--- src/rtl/j_dac_pkg.sv ---
// Shared defaults and helpers for the multi-channel pulse-width DAC.
// Segment extraction is written over a wide vector so any legal SW/SEGW/NSEG can use it.
package j_dac_pkg;

  localparam int DEF_NCH   = 2;
  localparam int DEF_SW    = 16;
  localparam int DEF_SEGW  = 7;
  localparam int DEF_NSEG  = 2;
  localparam int DEF_DEPTH = 4;

  localparam int DROP = DEF_SW - DEF_NSEG * DEF_SEGW;
  localparam int MAXW = 64;

  // Segment k of a sample; the top segment's MSB flips in signed mode to give offset binary.
  function automatic logic [MAXW-1:0] seg_extract(
    input logic [MAXW-1:0] sample,
    input int              drop,
    input int              segw,
    input int              nseg,
    input int              k,
    input logic            signed_mode
  );
    logic [MAXW-1:0] seg;
    seg = (sample >> (drop + k * segw)) & ({MAXW{1'b1}} >> (MAXW - segw));
    if (signed_mode && (k == nseg - 1)) begin
      seg[segw-1] = ~seg[segw-1];
    end
    return seg;
  endfunction

  function automatic bit params_ok(input int nch, input int sw, input int segw,
                                   input int nseg, input int depth);
    return (nch >= 1) && (nch <= 8) && (segw >= 1) && (nseg >= 1) &&
           (sw >= nseg * segw) && (sw <= MAXW) &&
           (depth >= 2) && ((depth & (depth - 1)) == 0);
  endfunction

endpackage

--- src/rtl/j_dac_fifo.sv ---
// Per-channel sample FIFO. A pop on empty is ignored; a push on full is accepted
// only when a pop frees a slot in the same cycle (no empty bypass).
module j_dac_fifo #(
  parameter int W     = 16,
  parameter int DEPTH = 4
) (
  input  logic         clk,
  input  logic         rst_n,
  input  logic         push,
  input  logic         pop,
  input  logic [W-1:0] din,
  output logic [W-1:0] dout,
  output logic         full,
  output logic         empty
);
  localparam int AW = $clog2(DEPTH);

  logic [W-1:0]  mem [DEPTH];
  logic [AW-1:0] rd_ptr;
  logic [AW-1:0] wr_ptr;
  logic [AW:0]   count;
  logic          do_push;
  logic          do_pop;

  assign empty   = (count == '0);
  assign full    = (count == (AW+1)'(DEPTH));
  assign do_pop  = pop & ~empty;
  assign do_push = push & (~full | do_pop);
  assign dout    = mem[rd_ptr];

  always_ff @(posedge clk) begin
    if (do_push) begin
      mem[wr_ptr] <= din;
    end
  end

  always_ff @(posedge clk or negedge rst_n) begin
    if (!rst_n) begin
      rd_ptr <= '0;
      wr_ptr <= '0;
      count  <= '0;
    end else begin
      if (do_push) wr_ptr <= wr_ptr + 1'b1;
      if (do_pop)  rd_ptr <= rd_ptr + 1'b1;
      case ({do_push, do_pop})
        2'b10:   count <= count + 1'b1;
        2'b01:   count <= count - 1'b1;
        default: count <= count;
      endcase
    end
  end

endmodule

--- src/rtl/j_dac_pwm.sv ---
// Multi-channel pulse-width audio DAC: per-channel FIFOs feed play registers on tint,
// a shared phase counter turns each play word into NSEG weighted pulse-width outputs.
module j_dac_pwm
  import j_dac_pkg::*;
#(
  parameter int NCH   = DEF_NCH,
  parameter int SW    = DEF_SW,
  parameter int SEGW  = DEF_SEGW,
  parameter int NSEG  = DEF_NSEG,
  parameter int DEPTH = DEF_DEPTH,
  localparam int CHW  = (NCH > 1) ? $clog2(NCH) : 1
) (
  input  logic                 sys_clk,
  input  logic                 resetl,
  input  logic                 tick,
  input  logic                 ts,
  input  logic                 tint,
  input  logic                 wr,
  input  logic [CHW-1:0]       wr_ch,
  input  logic [SW-1:0]        wr_data,
  input  logic                 signed_mode,
  input  logic                 mute,
  input  logic                 clr,
  output logic [NCH*NSEG-1:0]  dac_out,
  output logic [NCH-1:0]       fifo_full,
  output logic [NCH-1:0]       ovf,
  output logic [NCH-1:0]       unf,
  output logic                 busy
);
  localparam int SEG_DROP = SW - NSEG * SEGW;
  localparam logic [SEGW-1:0] PH_MAX = '1;

  if (!params_ok(NCH, SW, SEGW, NSEG, DEPTH)) begin : g_bad_params
    $error("j_dac_pwm: illegal parameter combination");
  end

  logic [SW-1:0]       play [NCH];
  logic [SW-1:0]       head [NCH];
  logic [NCH-1:0]      empty;
  logic [NCH-1:0]      push;
  logic [NCH-1:0]      drop;
  logic [SEGW-1:0]     ph;
  logic                running;
  logic [NCH*NSEG-1:0] dac_next;
  logic [MAXW-1:0]     seg_w;

  for (genvar ch = 0; ch < NCH; ch++) begin : g_ch
    // Out-of-range wr_ch never matches any channel index, so those writes vanish.
    assign push[ch] = wr && (wr_ch == CHW'(ch));
    assign drop[ch] = push[ch] & fifo_full[ch] & ~tint;

    j_dac_fifo #(.W(SW), .DEPTH(DEPTH)) u_fifo (
      .clk   (sys_clk),
      .rst_n (resetl),
      .push  (push[ch]),
      .pop   (tint),
      .din   (wr_data),
      .dout  (head[ch]),
      .full  (fifo_full[ch]),
      .empty (empty[ch])
    );
  end

  always_ff @(posedge sys_clk or negedge resetl) begin
    if (!resetl) begin
      for (int c = 0; c < NCH; c++) play[c] <= '0;
    end else if (tint) begin
      for (int c = 0; c < NCH; c++) begin
        if (!empty[c]) play[c] <= head[c];
      end
    end
  end

  // Set beats clear when both land in the same cycle.
  always_ff @(posedge sys_clk or negedge resetl) begin
    if (!resetl) begin
      ovf <= '0;
      unf <= '0;
    end else begin
      ovf <= (ovf & ~{NCH{clr}}) | drop;
      unf <= (unf & ~{NCH{clr}}) | (empty & {NCH{tint}});
    end
  end

  always_ff @(posedge sys_clk or negedge resetl) begin
    if (!resetl) begin
      ph      <= '0;
      running <= 1'b0;
    end else if (ts) begin
      ph      <= '0;
      running <= 1'b1;
    end else if (tick && running) begin
      ph <= ph + 1'b1;
      if (ph == PH_MAX) running <= 1'b0;
    end
  end

  always_comb begin
    dac_next = '0;
    seg_w    = '0;
    for (int c = 0; c < NCH; c++) begin
      for (int k = 0; k < NSEG; k++) begin
        seg_w = seg_extract(MAXW'(play[c]), SEG_DROP, SEGW, NSEG, k, signed_mode);
        dac_next[c*NSEG+k] = running & ~mute & (ph < seg_w[SEGW-1:0]);
      end
    end
  end

  always_ff @(posedge sys_clk or negedge resetl) begin
    if (!resetl) dac_out <= '0;
    else         dac_out <= dac_next;
  end

  assign busy = running;

endmodule

--- config.mk ---
export PLATFORM = sky130hd
export DESIGN_NAME = j_dac_pwm
export DESIGN_NICKNAME = d
export VERILOG_FILES = /design/src/rtl/j_dac_pkg.sv /design/src/rtl/j_dac_fifo.sv /design/src/rtl/j_dac_pwm.sv
export SDC_FILE = /design/constraint.sdc
export NUM_CORES = 1
export LEC_CHECK = 0
export BUFFER_PORTS_ARGS = -buffer_cell sky130_fd_sc_hd__buf_2
export CORE_MARGIN = 2
export CORE_UTILIZATION = 55
export DETAILED_ROUTE_END_ITERATION = 6
export PLACE_DENSITY = 0.73
export SYNTH_ARGS = -nofsm -noshare
export SYNTH_HDL_FRONTEND = slang
export SYNTH_SLANG_ARGS = --single-unit
--- constraint.sdc ---
create_clock -name sys_clk -period 6.5 [get_ports sys_clk]
set_input_delay 0.975 -clock sys_clk [delete_from_list [all_inputs] [get_ports sys_clk]]
set_output_delay 0.975 -clock sys_clk [all_outputs]
set_load 0.01 [all_outputs]
==> metrics.md, run 1 <==
| Metric | Value |
|---|---|
| Switching power | 0.956 mW |
| Cell-internal power | roughly 2.4 mW |
| Vias in the first global route | 3772 |
| CTS resizes | 0 |
| Synthesized flop and latch total | between 150 and 200 |
| Post-Syn Instances | 446 |
| Total routed wirelength | 12.5 mm |
| Clk sinks | 170 |
| # nets final | 548 |
| Actual slew at the worst max-slew pin | 991 ps |
| Critical Path Sink Type | flip-flop |
| Final non-filler cell total | 671 |
| CP Cell Sequence | buf_2 -> o31a_1 -> buf_4 -> nand2_1 -> fa_1 -> a211oi_1 -> o21ai_0 -> a22oi_1 |
| CP peak stage delay | 490 ps |
| CP Data Arrival Time | 2820 ps |
| Worst vdd ir | 0.192 mV |
| First-pass GRT wire length | 20.3 mm |
| Synth area leaders | edfxtp_1 47%, dfrtp_1 20%, mux4_2 8.8% |
| Hold Crit Class | reg2reg |
| Worst relative slew slack | 33.9% |
| Layout cell share with drive strength beyond 1 | 22.6% |
| Cell area after synthesis | 7180 um2 |
| RSZ-0062 raised after global routing | no |
| Hold Vio Cnt, Final | 0 |
| Root buf cell | clkbuf_16 |
| H-tree levels | 4 |
| CP Max Fanout | 30 |
| CP Launch Type | primary input |
| Sw Ratio | roughly 28% |
| Post-synth cell types | 41 |
| Critical path data required time | between 6000 and 7000 ps |
| Initial Util | 56.7% |
| Most numerous cell in the Yosys netlist | edfxtp_1 |
| Post-CTS setup buffers | 0 |
| Post-route DRC violation count | 0 |
| Clock power frac | 30.6% |
| Num CTS Buffers | 17 |
| DRT iter0 DRCs | 234 |
| Asr flop ratio synth | between 30% and 40% |
| Initial antenna violation count | 0 |
| Yosys warns | 0 |
| Pre-antenna DRT Iters | 4 |
| Max Cap Viol | 0 |
| Routed len/inst | 18.7 um |
| Min Hold Slack | between 400 and 500 ps |
| Mean post-synth cell area | 16.1 um2 |
| Clock transition at path regs | 60 ps |
| Comb power frac | 22.8% |
| Max Clock Freq | 0.401 GHz |
| Worst-path cell with the longest stage delay | fa_1 |
| Synth area leader | edfxtp_1 |
| Number of synthesized flops with an enable pin | about 110 |
| Drt via density | 5.49 |
| Setup TNS | 0 ps |
| Placed cells | 639 |
| Slew Limit Fails | 0 |
| Tmin final | 2490 ps |
| Status | finished, final reports clean |
| I/O pin count | 37 |
| Vias | 3687 |
| Final setup fails | 0 |
| TritonCTS clock tree | done |
| Cts hold-fix bufs | 0 |
| Num rows | 41 |
| Synthesized net count | approximately 500 |
| Clk Latency, worst-skew pair | 430 ps |
| Maximum root-to-sink buffer count | 2 |
| Seq/Total Area, Yosys | 67.0% |
| Core ar. | 12700 um2 |
| PwrDens | 417 nW/um2 |
| Post-route ant nets | 0 |
| ANT cells | 0 |
| HPWL Detailed | 8.01 mm |
| Area share of the largest cell type after synthesis | 46.8% |
| # fillers | 932 |
| Die Y-Extent | 118 um |
| Leakage | approximately 3.2 nW |
| WS Path Type | in2reg |
| Die ar. | 14000 um2 |
| Area delta synth->final | 12.8% |
| Total grt overflow | 0 |
| Clk_skew | between 10 and 15 ps |
| Post-synth top flop | edfxtp_1 |
| GP Congestion | roughly 0.74 |
| Final period util | 38.3% |
| # port buffers | 34 |
| All-Layer GR Usage | about 20% |
| Die Width | approximately 120 um |
| Synth top cells by count | 112 x edfxtp_1, 58 x dfrtp_1, 36 x inv_1 |
| Largest net degree at the start of global routing | 59 |
| Relative contribution of sequential cells to total power | ~47% |
[layout make-up]
type	instances	area, um2	area share [%]
Tap cell	172	215	2.66
Inverter	36	135	1.67
Multi-Input combinational cell	224	2140	26.4
Sequential cell	170	4810	59.4
Timing Repair Buffer	37	193	2.38
Clock buffer	19	433	5.34
Clock inverter	13	173	2.13
[power groups by stage]
stage	Sequential [mW]	Clock, mW	Combinational [mW]
4_1_cts	1.58	1.05	0.779
5_1_grt	1.61	1.10	0.862
3_5_place_dp	1.60	0	0.769
6_report	1.57	1.03	0.771
2_1_floorplan	1.48	0	0.667
3_3_place_gp	1.59	0	0.739
[placed cells by master, fill, tap and decap left out, types with 3 or more instances in the layout]
| cell type | count |
|---|---|
| a211o_1 | 3 |
| a211oi_1 | 6 |
| a21o_1 | 3 |
| a21oi_1 | 5 |
| a31oi_1 | 3 |
| and2_1 | 5 |
| and2_2 | 3 |
| and3_1 | 5 |
| buf_2 | 34 |
| buf_4 | 3 |
| bufinv_16 | 4 |
| clkbuf_16 | 17 |
| clkinv_2 | 4 |
| dfrtp_1 | 58 |
| edfxtp_1 | 112 |
| ha_1 | 34 |
| inv_1 | 36 |
| mux2_2 | 15 |
| mux4_2 | 28 |
| nand2_1 | 29 |
| nand2b_1 | 8 |
| nand4_1 | 4 |
| nor2_1 | 9 |
| nor3_1 | 3 |
| o211ai_1 | 3 |
| o21ai_0 | 21 |
| xnor2_1 | 12 |
| xor2_1 | 8 |
[metal layers]
metal | GRT usage (%) | routed length (um) | share of wire (%)
met4 | 7.30 | 174 | 1.4
met5 | 0 | 0 | 0
met2 | 30.8 | 6100 | 49
met3 | 5.36 | 558 | 4.5
met1 | 26.5 | 5700 | 46
[cells by family after synthesis]
logic type	Yosys count	synth area share, %
AO/OA/AOI/OAI	50	4.34
multiplexers	43	11.1
buffers and inverters	52	3.21
XOR/XNOR	20	2.44
adder cells (fa/ha/maj)	36	6.48
AND/OR/NAND/NOR	75	5.37
flip-flops	170	67.0
[stage by stage]
stage | setup slack, ps | util, % | power, mW | instance area [um2]
5_1_grt | 3890 | 63.9 | 3.58 | 8100
3_3_place_gp | 3650 | 59.1 | 2.33 | 7490
2_1_floorplan | 3690 | - | 2.15 | 7180
6_report | 4010 | 63.9 | 3.38 | 8100
3_5_place_dp | 3610 | 59.1 | 2.37 | 7490
4_1_cts | 4030 | 63.9 | 3.41 | 8100
[state kept, by name (all words and copies together), names as in the netlist]
signal and count:
g_ch.u_fifo.mem 112, play 28, ph 7, g_ch.u_fifo.count 6, dac_out 4, g_ch.u_fifo.rd_ptr 4, g_ch.u_fifo.wr_ptr 4, ovf 2
unf 2, busy 1
[path summary, 6_finish.rpt]
check | depth (start not counted) | endpoint | slack [ps] | startpoint
worst max-delay path | 8 | g_ch[1].u_fifo.count[1] | 4010 | tint
worst min-delay path | 1 | g_ch[0].u_fifo.count[2] | 490 | g_ch[0].u_fifo.count[2]
worst max register to register | 7 | g_ch[1].u_fifo.count[1] | 4270 | g_ch[1].u_fifo.count[1]
worst min register to register | 1 | g_ch[0].u_fifo.count[2] | 490 | g_ch[0].u_fifo.count[2]
max in group asynchronous | 2 | play[10] | 5310 | resetl
min in group asynchronous | 2 | ph[2] | 710 | resetl
[critical path: cells and delay by family]
| kind | cells | cell delay, ps |
|---|---|---|
| AOI/OAI and AO/OA | 4 | 760 |
| and+or+nand+nor | 1 | 110 |
| buffers and inverters | 2 | 480 |
| adders and majority gates | 1 | 490 |
Note: power is estimated with default switching activity, not from simulation.
==> run 2: changes to the inputs <==
--- a/config.mk
+++ b/config.mk
@@ -9,7 +9,7 @@
 export CORE_MARGIN = 2
 export CORE_UTILIZATION = 55
 export DETAILED_ROUTE_END_ITERATION = 6
-export PLACE_DENSITY = 0.73
+export PLACE_DENSITY = 0.76
 export SYNTH_ARGS = -nofsm -noshare
 export SYNTH_HDL_FRONTEND = slang
 export SYNTH_SLANG_ARGS = --single-unit
==> constraint.sdc (replaced) <==
create_clock -name sys_clk -period 2.2 [get_ports sys_clk]
set_input_delay 0.33 -clock sys_clk [delete_from_list [all_inputs] [get_ports sys_clk]]
set_output_delay 0.33 -clock sys_clk [all_outputs]
set_load 0.01 [all_outputs]
==> run 2 against run 1 <==
Compared with the run above:
- setup slack worse by 3800 ps
- combinational power grew to 3.3 times the previous value
- clock skew is 1.8 ps lower
- design area hardly changed
- total power grew to 2.9 times the previous value
- count of clock-buffer cells in the layout is 1 lower
- sequential share of layout area hardly changed
- die area stayed put
- hold slack worse by 450 ps
- critical endpoint is now g_ch[0].u_fifo.count[2]
- largest power group unchanged
==> metrics.md, run 2 (synthesis gave the netlist of run 1 again) <==
| Metric | Value |
|---|---|
| Root buf cell | clkbuf_16 |
| Placed cells | 645 (+0.94%) |
| Critical Path Sink Type | flip-flop |
| Critical Path Sink | g_ch[0].u_fifo.count[2] |
| HPWL Detailed | 8.26 mm (+3.1%) |
| CP peak stage delay | 420 ps (-70 ps) |
| Worst r2r path cells | 10 (+3) |
| Pre-CTS WS | 95.4 ps (-3510 ps) |
| Layout cell share with drive strength beyond 1 | 24.0% (+1.3 points) |
| Critical path data required time | 2550 ps (-4280 ps) |
| Vias | 3721 (+0.92%) |
| # port buffers | 34 (unchanged) |
| Total grt overflow | 0 (unchanged) |
| Area delta synth->final | 12.9% (about the same) |
| Worst vdd ir | 0.775 mV (+300%) |
| Core ar. | 12700 um2 (unchanged) |
| CP Launch Type | flip-flop |
| Routed len/inst | 18.7 um (about the same) |
| Clk sinks | 170 (unchanged) |
| Worst reg2reg path endpoint | g_ch[0].u_fifo.count[2] |
| FF+latch area | 4810 um2 (unchanged) |
| Hold Crit Class | in2async |
| Crit. Startpoint | g_ch[0].u_fifo.count[1] |
| H-tree levels | 4 (unchanged) |
| CP Data Arrival Time | 2390 ps (-430 ps) |
| Clk_skew | 12.0 ps (-1.79 ps) |
| Number of flip-flops in the largest register | 112 (unchanged) |
| Multi-input logic area | 2140 um2 (+0.23%) |
| Final non-filler cell total | 677 (+0.89%) |
| CP Cell Sequence | nor3b_2 -> nand2b_1 -> nor2b_1 -> inv_1 -> ha_1 -> inv_1 -> fa_1 -> xor2_1 -> nor2_1 -> xor2_1 |
| Met2 Usage GRT | 31.5% (+0.69 points) |
| Global-route track usage on met3 | 5.94% (+0.58 points) |
| Post-DP Area | 7540 um2 (+0.60%) |
| Total routed wirelength | 12.7 mm (+0.99%) |
| Num rows | 41 (unchanged) |
| Die Y-Extent | 118 um (unchanged) |
| PwrDens | 1210 nW/um2 (+190%) |
| Cts hold-fix bufs | 0 (unchanged) |
| DRT iter0 DRCs | 233 (-0.43%) |
| Maximum root-to-sink buffer count | 2 (unchanged) |
| # fillers | 921 (-1.2%) |
| Most common cell after layout, fill and taps aside | edfxtp_1 |
| R2R Path Start | g_ch[0].u_fifo.count[1] |
| First-pass GRT wire length | 20.7 mm (+2.0%) |
| Pre-antenna DRT Iters | 4 (unchanged) |
| Finished Cell Area | 8110 um2 (about the same) |
| Final period util | 92.7% |
| Largest net degree at the start of global routing | 59 (unchanged) |
| WS Path Type | reg2reg |
| Hold Vio Cnt, Final | 0 (unchanged) |
| Die Width | 118 um (unchanged) |
| Worst relative slew slack | 48.6% (+15 points) |
| Vias in the first global route | 3932 (+4.2%) |
| Commonest cells after routing, fill and taps aside | 112 x edfxtp_1, 58 x dfrtp_1, 36 x inv_1 |
| Die ar. | 14000 um2 (unchanged) |
| Tmin final | ~2000 ps |
| Initial Util | 56.7% (unchanged) |
| Slew Limit Fails | 0 (unchanged) |
| Initial antenna violation count | 0 (unchanged) |
| Drt via density | 5.50 (about the same) |
| Clk Latency, worst-skew pair | 430 ps (about the same) |
| Largest regs | g_ch.u_fifo.mem (112), play (28), ph (7) |
| # nets final | 554 (+1.1%) |
| All-Layer GR Usage | 19.8% (+0.15 points) |
| Actual slew at the worst max-slew pin | 771 ps (-220 ps) |
| Final setup fails | 0 (unchanged) |
| Met1 usage | 26.3% (-0.18 points) |
| I/O pin count | 37 (unchanged) |
| RSZ-0062 raised after global routing | no |
| Post-route ant nets | 0 (unchanged) |
| Clock transition at path regs | 60 ps (about the same) |
| Max Cap Viol | 0 (unchanged) |
| Most flop-heavy register | g_ch.u_fifo.mem |
| Post-route DRC violation count | 0 (unchanged) |
| Leakage | 3.21 nW (+0.22%) |
| GR peak layer | met2 |
| TritonCTS clock tree | done |
| Worst-path cell with the longest stage delay | dfrtp_1 |
| CP Max Fanout | 4 (-87%) |
| Num CTS Buffers | 17 (unchanged) |
| GP Congestion | 0.735 (-0.24%) |
| ANT cells | 0 (unchanged) |
| Final setup margin | 161 ps (-3850 ps) |
| Setup TNS | 0 ps (unchanged) |
| Status | finished, final reports clean |
| Max Clock Freq | 0.490 GHz |
| Reg-to-reg slack, setup | 160 ps (-4110 ps) |
[run 2: worst max-delay path: cells and delay by family (launching register included)]
family                   cells  cell delay, ps
XOR/XNOR                     2             300
adder cells (fa/ha/maj)      2             550
buffers and inverters        2             110
flip-flops                   1             420
AND/OR/NAND/NOR              4             570
[run 2: power breakdown]
part / internal [mW] / switching, mW / leakage, nW
clock: 1.59 / 1.21 / 0.271
sequential: 4.08 / 0.354 / 1.72
combinational: 1.23 / 1.33 / 1.22
[run 2: how the worst min path moves through the flow]
stage             from      end  slack (ps)
6_report        resetl   ovf[0]          40
5_1_grt         resetl   unf[0]         110
4_1_cts         resetl   unf[1]          70
3_5_place_dp   play[9]  play[9]         480
3_3_place_gp   play[9]  play[9]         460
2_1_floorplan   resetl     busy          30
[run 2: cell type report]
class	instances	share of cell area, %
Sequential cell	170	59.4
Inverter	36	1.67
Clock buffer	18	5.42
Multi-Input combinational cell	224	26.4
Tap cell	172	2.66
Clock inverter	14	1.50
Timing Repair Buffer	43	2.93
[run 2: timing repair]
item,4_1_cts,5_1_grt
setup buffers,0,0
resized for setup,0,1
endpoints found under the setup margin,0,1
[run 2: per-stage QoR]
step,power (mW),hold slack [ps],util (%)
detailed placement,7.07,476,59.5
CTS,9.90,68.9,63.9
finish,9.80,37.8,64.0
global placement,6.91,461,59.5
floorplan,6.36,34.4,-
global route,10.4,112,64.0
[run 2: routing by layer]
metal  wire length [um]  share of wire (%)  up-vias
met5                  0                  0        -
met4                247                2.0        0
met3                538                4.3       18
met2               6240                 49       84
met1               5630                 44     1878
li1                   -                  -     1741
